<file path="config.mk">
export PLATFORM = sky130hd
export DESIGN_NAME = dwrr_req_queues_flat
export DESIGN_NICKNAME = d
export VERILOG_FILES = /design/src/rtl/dwrr_req_queues_if.sv /design/src/rtl/dwrr_req_queues.sv /design/src/flat_wrapper.sv
export SDC_FILE = /design/constraint.sdc
export NUM_CORES = 1
export LEC_CHECK = 0
export BUFFER_PORTS_ARGS = -buffer_cell sky130_fd_sc_hd__buf_2
export CAP_MARGIN = 20
export CORE_UTILIZATION = 50
export DETAILED_ROUTE_END_ITERATION = 12
export GPL_ROUTABILITY_DRIVEN = 0
export GPL_TIMING_DRIVEN = 1
export PLACE_DENSITY = 0.66
export REMOVE_ABC_BUFFERS = 1
export SLEW_MARGIN = 20
export SYNTH_ARGS = -nofsm -noshare
export SYNTH_HDL_FRONTEND = slang
export SYNTH_SLANG_ARGS = --single-unit
export TNS_END_PERCENT = 10
</file>
<file path="constraint.sdc">
create_clock -name clk -period 5.51 [get_ports clk]
set_clock_uncertainty 0.1 [all_clocks]
set_input_delay 0.551 -clock clk [delete_from_list [all_inputs] [get_ports clk]]
set_output_delay 0.551 -clock clk [all_outputs]
set_load 0.01 [all_outputs]
</file>
<file path="src/rtl/dwrr_req_queues_if.sv">
// Source/arbiter/output signal bundle for dwrr_req_queues.
// slave = the queue block, master = whatever drives sources, grants and stall.
interface dwrr_req_queues_if #(
  parameter int NUM_REQS = 4,
  parameter int DWID     = 8,
  parameter int CNTWID   = $clog2(NUM_REQS)
);
  logic [NUM_REQS-1:0]      push;
  logic [NUM_REQS*DWID-1:0] push_data;
  logic [NUM_REQS-1:0]      full;
  logic [NUM_REQS-1:0]      overflow;
  logic                     blk;
  logic [NUM_REQS-1:0]      reqs;
  logic [NUM_REQS-1:0]      gnt;
  logic                     out_valid;
  logic [DWID-1:0]          out_data;
  logic [CNTWID-1:0]        out_src;
  logic                     gnt_err;

  modport slave (
    input  push, push_data, blk, gnt,
    output full, overflow, reqs, out_valid, out_data, out_src, gnt_err
  );
  modport master (
    output push, push_data, blk, gnt,
    input  full, overflow, reqs, out_valid, out_data, out_src, gnt_err
  );
endinterface

</file>
<file path="src/rtl/dwrr_req_queues.sv">
// Per-source packet FIFOs feeding a DWRR arbiter; the granted FIFO is popped
// onto one registered output stream.

module dwrr_req_fifo #(
  parameter int DWID  = 8,
  parameter int DEPTH = 4,
  parameter int AWID  = $clog2(DEPTH)
) (
  input  logic            clk,
  input  logic            rst,
  input  logic            push,
  input  logic [DWID-1:0] push_data,
  input  logic            pop,
  output logic [DWID-1:0] head,
  output logic            reqs,
  output logic            full,
  output logic            overflow
);
  logic [DWID-1:0] mem [DEPTH];
  logic [AWID-1:0] wr_ptr, rd_ptr;
  logic [AWID:0]   count;
  logic            push_ok;

  // reqs/full come straight from the count register so no combinational
  // path exists from push/gnt back into the arbiter.
  assign full    = (count == (AWID+1)'(DEPTH));
  assign reqs    = (count != '0);
  assign push_ok = push && !full;
  assign head    = mem[rd_ptr];

  always_ff @(posedge clk) begin
    if (!rst) begin
      wr_ptr   <= '0;
      rd_ptr   <= '0;
      count    <= '0;
      overflow <= 1'b0;
    end else begin
      if (push_ok) wr_ptr <= wr_ptr + 1'b1;
      if (pop)     rd_ptr <= rd_ptr + 1'b1;
      count <= count + {{AWID{1'b0}}, push_ok} - {{AWID{1'b0}}, pop};
      if (push && full) overflow <= 1'b1;
    end
  end

  always_ff @(posedge clk) begin
    if (push_ok) mem[wr_ptr] <= push_data;
  end
endmodule

module dwrr_req_queues #(
  parameter int NUM_REQS = 4,
  parameter int DWID     = 8,
  parameter int DEPTH    = 4,
  parameter int AWID     = $clog2(DEPTH),
  parameter int CNTWID   = $clog2(NUM_REQS)
) (
  input logic             clk,
  input logic             rst,
  dwrr_req_queues_if.slave bus
);
  logic [NUM_REQS-1:0]           reqs_v, full_v, ovf_v, pop;
  logic [NUM_REQS-1:0][DWID-1:0] head;
  logic [NUM_REQS-1:0]           gnt_m1;
  logic                          one_hot, legal;
  logic [CNTWID-1:0]             g_idx;

  genvar i;
  generate
    for (i = 0; i < NUM_REQS; i++) begin : g_q
      dwrr_req_fifo #(.DWID(DWID), .DEPTH(DEPTH), .AWID(AWID)) u_q (
        .clk      (clk),
        .rst      (rst),
        .push     (bus.push[i]),
        .push_data(bus.push_data[i*DWID +: DWID]),
        .pop      (pop[i]),
        .head     (head[i]),
        .reqs     (reqs_v[i]),
        .full     (full_v[i]),
        .overflow (ovf_v[i])
      );
    end
  endgenerate

  assign bus.reqs     = reqs_v;
  assign bus.full     = full_v;
  assign bus.overflow = ovf_v;

  // A grant is honoured only if it is one-hot and lands on a non-empty queue.
  always_comb begin
    gnt_m1  = bus.gnt - 1'b1;
    one_hot = (bus.gnt != '0) && ((bus.gnt & gnt_m1) == '0);
    legal   = one_hot && ((bus.gnt & reqs_v) != '0);
    g_idx   = '0;
    for (int k = 0; k < NUM_REQS; k++)
      if (bus.gnt[k]) g_idx = CNTWID'(k);
    pop = (legal && !bus.blk) ? bus.gnt : '0;
  end

  always_ff @(posedge clk) begin
    if (!rst) begin
      bus.out_valid <= 1'b0;
      bus.out_data  <= '0;
      bus.out_src   <= '0;
      bus.gnt_err   <= 1'b0;
    end else begin
      bus.out_valid <= |pop;
      if (|pop) begin
        bus.out_data <= head[g_idx];
        bus.out_src  <= g_idx;
      end
      bus.gnt_err <= !bus.blk && (bus.gnt != '0) && !legal;
    end
  end
endmodule

</file>
<file path="src/flat_wrapper.sv">
// flat-port wrapper written by rule: the top's interface ports become plain ports
module dwrr_req_queues_flat 
#(
  parameter int NUM_REQS = 4,
  parameter int DWID     = 8,
  parameter int DEPTH    = 4,
  parameter int AWID     = $clog2(DEPTH),
  parameter int CNTWID   = $clog2(NUM_REQS)
)
  (clk, rst, bus_push, bus_push_data, bus_blk, bus_gnt, bus_full, bus_overflow, bus_reqs, bus_out_valid, bus_out_data, bus_out_src, bus_gnt_err);
  dwrr_req_queues_if #(.NUM_REQS(NUM_REQS), .DWID(DWID), .CNTWID(CNTWID)) bus_i ();
  input logic clk;
  input logic rst;
  input wire logic [$bits(bus_i.push)-1:0] bus_push;
  input wire logic [$bits(bus_i.push_data)-1:0] bus_push_data;
  input wire logic [$bits(bus_i.blk)-1:0] bus_blk;
  input wire logic [$bits(bus_i.gnt)-1:0] bus_gnt;
  output wire logic [$bits(bus_i.full)-1:0] bus_full;
  output wire logic [$bits(bus_i.overflow)-1:0] bus_overflow;
  output wire logic [$bits(bus_i.reqs)-1:0] bus_reqs;
  output wire logic [$bits(bus_i.out_valid)-1:0] bus_out_valid;
  output wire logic [$bits(bus_i.out_data)-1:0] bus_out_data;
  output wire logic [$bits(bus_i.out_src)-1:0] bus_out_src;
  output wire logic [$bits(bus_i.gnt_err)-1:0] bus_gnt_err;
  assign bus_i.push = bus_push;
  assign bus_i.push_data = bus_push_data;
  assign bus_i.blk = bus_blk;
  assign bus_i.gnt = bus_gnt;
  assign bus_full = bus_i.full;
  assign bus_overflow = bus_i.overflow;
  assign bus_reqs = bus_i.reqs;
  assign bus_out_valid = bus_i.out_valid;
  assign bus_out_data = bus_i.out_data;
  assign bus_out_src = bus_i.out_src;
  assign bus_gnt_err = bus_i.gnt_err;
  dwrr_req_queues #(.NUM_REQS(NUM_REQS), .DWID(DWID), .DEPTH(DEPTH), .AWID(AWID), .CNTWID(CNTWID)) u_core (.clk(clk), .rst(rst), .bus(bus_i));
endmodule
</file>
==> run summary <==
Outcome - finished, final reports clean
Syn Area/Cell - 15.7 sq um
Critical R2R Launch - u_core.g_q[0].u_q.count[1]$_SDFF_PN0_
Synth async-reset ratio - 0%
Number of remaining DRC errors - 0
Post-CTS setup buffer count - 0
Slew headroom - 28.9%
Cts repair resizes - 0
Final Instance Area - 8390 sq um
Port buffer count - 66
Synth Register Bits - 180
Number of max-cap violations - 0
Clock sink count - 180
Crit Reg-Reg Endpoint - u_core.g_q[3].u_q.count[2]$_SDFF_PN0_
Post-synth EDFFs - 128
Worst Setup End Kind - register
Htree depth - 4
First-pass GRT wire length - 21.3 mm
Via count - 3939
Clock buffer depth - 2
Max Fclk - 307 MHz
Vias in the first global route - 4024
DP Area - 7790 sq um
Top cell type's share of synthesized area - 51.7%
Num CTS Buffers - 17
Starting Density - 51.2%
Startpoint Class - register
NetSw - 972 uW
Area leader, netlist - edfxtp_1
Dominant cells by area after synthesis - edfxtp_1 (52%), dfxtp_1 (14%), mux4_2 (9.7%), ha_1 (4.0%), and2_1 (1.9%)
Routed Antenna Nets - 0
Setup violations, final - 0
Fin nets - 592
CP Data Arrival Time - 3450 ps
Worst-margin pin slew - 1060 ps
TNS Setup - 0 ps
Total power - 3500 uW
Kind of critical path - register to register
P&R area growth vs syn - 12.9%
Remaining global-route overflow - 0
VDD IR max - 257 uV
Final Hold Fails - 0
Post-DP HPWL - 9.43 mm
Total GRT Usage - 19.5%
Gate Count Post-Synth - 474
Internal power - 2530 uW
Slew Limit Fails - 0
Clock Latency Late Sink - 430 ps
Pwr per Cell Area - 417 nW/um^2
Worst-case reg-to-reg path depth - 10
RSZ-0062 raised after global routing - no
Data required, critical path - 5710 ps
Root Buffer - clkbuf_16
Hold Startpoint - bus_push_data[29]
Final Instance Count excl. Fillers - 718
R2r setup slk - 2250 ps
Initial drt markers - 285
I/O pin count - 67
Period utilization - 59.1%
Row count - 44
Seq pwr share - 49.3%
DR pass1 iterations - 4
Hold Slack - 228 ps
Sw Share - 27.8%
Combinational Power Share - 16.4%
Crit Path Max Fanout - 13
Leak pwr - 0.00299 uW
Die Y - 124 microns
Initial antenna violation count - 0
Routed WL per cell - 19.0 microns
Core region area - 14500 sq um
Post-Place Cells - 686
Vias per inst - 5.49
Reg clk slew, reported paths - 80 ps
Worst Hold Class - input port to register
Post-Syn Area - 7440 sq um
Crit path from - u_core.g_q[0].u_q.count[1]$_SDFF_PN0_
Clock Power Share - 34.3%
CP endpoint - u_core.g_q[3].u_q.count[2]$_SDFF_PN0_
Tmin final - 3260 ps
Share of post-route cells with drive strength above 1 - 25.8%
Die Footprint - 15400 sq um
Synth Warn # - 0
Sequential area share after synthesis - 65.7%
Largest net degree at the start of global routing - 35
Synth Flop Type - edfxtp_1
Routed WL - 13.7 mm
Diodes inserted - 0
CTS Hold Bufs - 0
Die W - 124 microns
Synth cell types - 41
CTS tree - built
cell families (layout without fill, tap and decap cells):
family / count (synthesis) / in the layout / share of synthesized area, %
xor gates and xnor gates: 13 / 13 / 1.53
DFF: 180 / 180 / 65.7
buffers and inverters: 64 / 124 / 4.16
adders and majority gates: 29 / 29 / 5.25
muxes: 44 / 44 / 11.3
and+or+nand+nor: 84 / 84 / 6.46
AOI/OAI and AO/OA: 60 / 60 / 5.60
per-layer routing:
layer	share of wire, %	track usage, %	vias to the layer above
li1	-	-	1870
met1	45	26.0	1961
met2	50	31.5	95
met3	4.5	5.04	13
met4	1.1	6.03	0
met5	0	0	-
layout by cell type, fill, tap and decap left out, types with 2 or more instances in the layout:
cell type | Yosys | layout
nor4b_2 | 2 | 2
dfxtp_1 | 52 | 52
mux2i_1 | 12 | 12
fa_1 | 4 | 4
inv_1 | 23 | 23
a21oi_1 | 19 | 19
and2_1 | 22 | 22
inv_8 | 0 | 5
buf_2 | 4 | 66
or3_1 | 3 | 3
o31ai_1 | 8 | 8
ha_1 | 24 | 24
a22oi_1 | 16 | 16
inv_2 | 2 | 2
inv_6 | 0 | 2
clkinvlp_4 | 0 | 4
clkinv_4 | 0 | 2
xnor2_1 | 10 | 10
a211oi_1 | 3 | 3
nand2b_1 | 4 | 4
nor3_2 | 1 | 2
nand2_1 | 9 | 9
nor3_1 | 4 | 3
clkbuf_16 | 0 | 17
a311oi_1 | 8 | 8
or4_1 | 4 | 4
nor2b_1 | 4 | 4
edfxtp_1 | 128 | 128
mux4_2 | 32 | 32
xor2_1 | 3 | 3
nor2_1 | 21 | 21
nor3b_1 | 5 | 5
and3_1 | 3 | 3
worst min-delay path by stage:
stage / cells past startpoint / end / slack [ps]
final: 1 / u_core.g_q[3].u_q.mem[2][5]$_DFFE_PP_ / 230
after global placement: 2 / u_core.g_q[2].u_q.overflow$_SDFFE_PN0P_ / 340
after floorplan: 2 / register / 350
after global routing: 1 / u_core.g_q[3].u_q.mem[3][7]$_DFFE_PP_ / 220
after detailed placement: 2 / u_core.g_q[1].u_q.overflow$_SDFFE_PN0P_ / 360
after CTS: 2 / u_core.bus.gnt_err$_SDFF_PN0_ / 210
synthesized netlist by cell type, types with 5 or more instances:
| master | instances |
|---|---|
| dfxtp_1 | 52 |
| mux4_2 | 32 |
| nor2_1 | 21 |
| nor3b_1 | 5 |
| ha_1 | 24 |
| clkbuf_1 | 16 |
| and2_1 | 22 |
| a22oi_1 | 16 |
| a311oi_1 | 8 |
| nand2_1 | 9 |
| inv_1 | 23 |
| mux2i_1 | 12 |
| a21oi_1 | 19 |
| xnor2_1 | 10 |
| buf_4 | 13 |
| edfxtp_1 | 128 |
| o31ai_1 | 8 |
sequential cells by signal, summed over array words and instances, names as in the netlist, named ones only:
| signal | count |
|---|---|
| u_core.g_q.u_q.mem | 128 |
| u_core.g_q.u_q.count | 12 |
| u_core.bus.out_data | 8 |
| u_core.g_q.u_q.rd_ptr | 8 |
| u_core.g_q.u_q.wr_ptr | 8 |
| u_core.g_q.u_q.overflow | 4 |
| u_core.bus.out_src | 2 |
| u_core.bus.gnt_err | 1 |
| u_core.bus.out_valid | 1 |
area by class of cell:
class                   instances  area, sq um
multi-input cells             230         2250
clock inverters                15          168
clock buffers                  17          425
repair buffers                 67          338
fillers                      1128         6140
well taps                     184          230
flip-flops and latches        180         4880
inverters                      25         93.8
critical path, stage by stage (launching register included):
cell and delay (ps):
dfxtp_1 370, o31ai_1 500, a41oi_2 440, and3_1 390
ha_1 290, inv_1 40, ha_1 200, fa_1 410
xnor2_1 190, xnor2_1 140, nor2_1 50
power groups by stage:
stage	Sequential [uW]	Combinational (uW)	Clock [uW]
after floorplan	1730	386	0
final	1730	573	1200
after CTS	1730	581	1220
after detailed placement	1760	577	0
after global routing	1750	645	1260
after global placement	1750	556	0
through the flow:
stage / utilization (%) / setup WS, ps
global route: 57.8 / 2060
finish: 57.8 / 2250
floorplan: - / 2430
detailed placement: 53.6 / 1660
global placement: 53.6 / 1760
CTS: 57.7 / 2040
(Power assumes the default switching activity.)
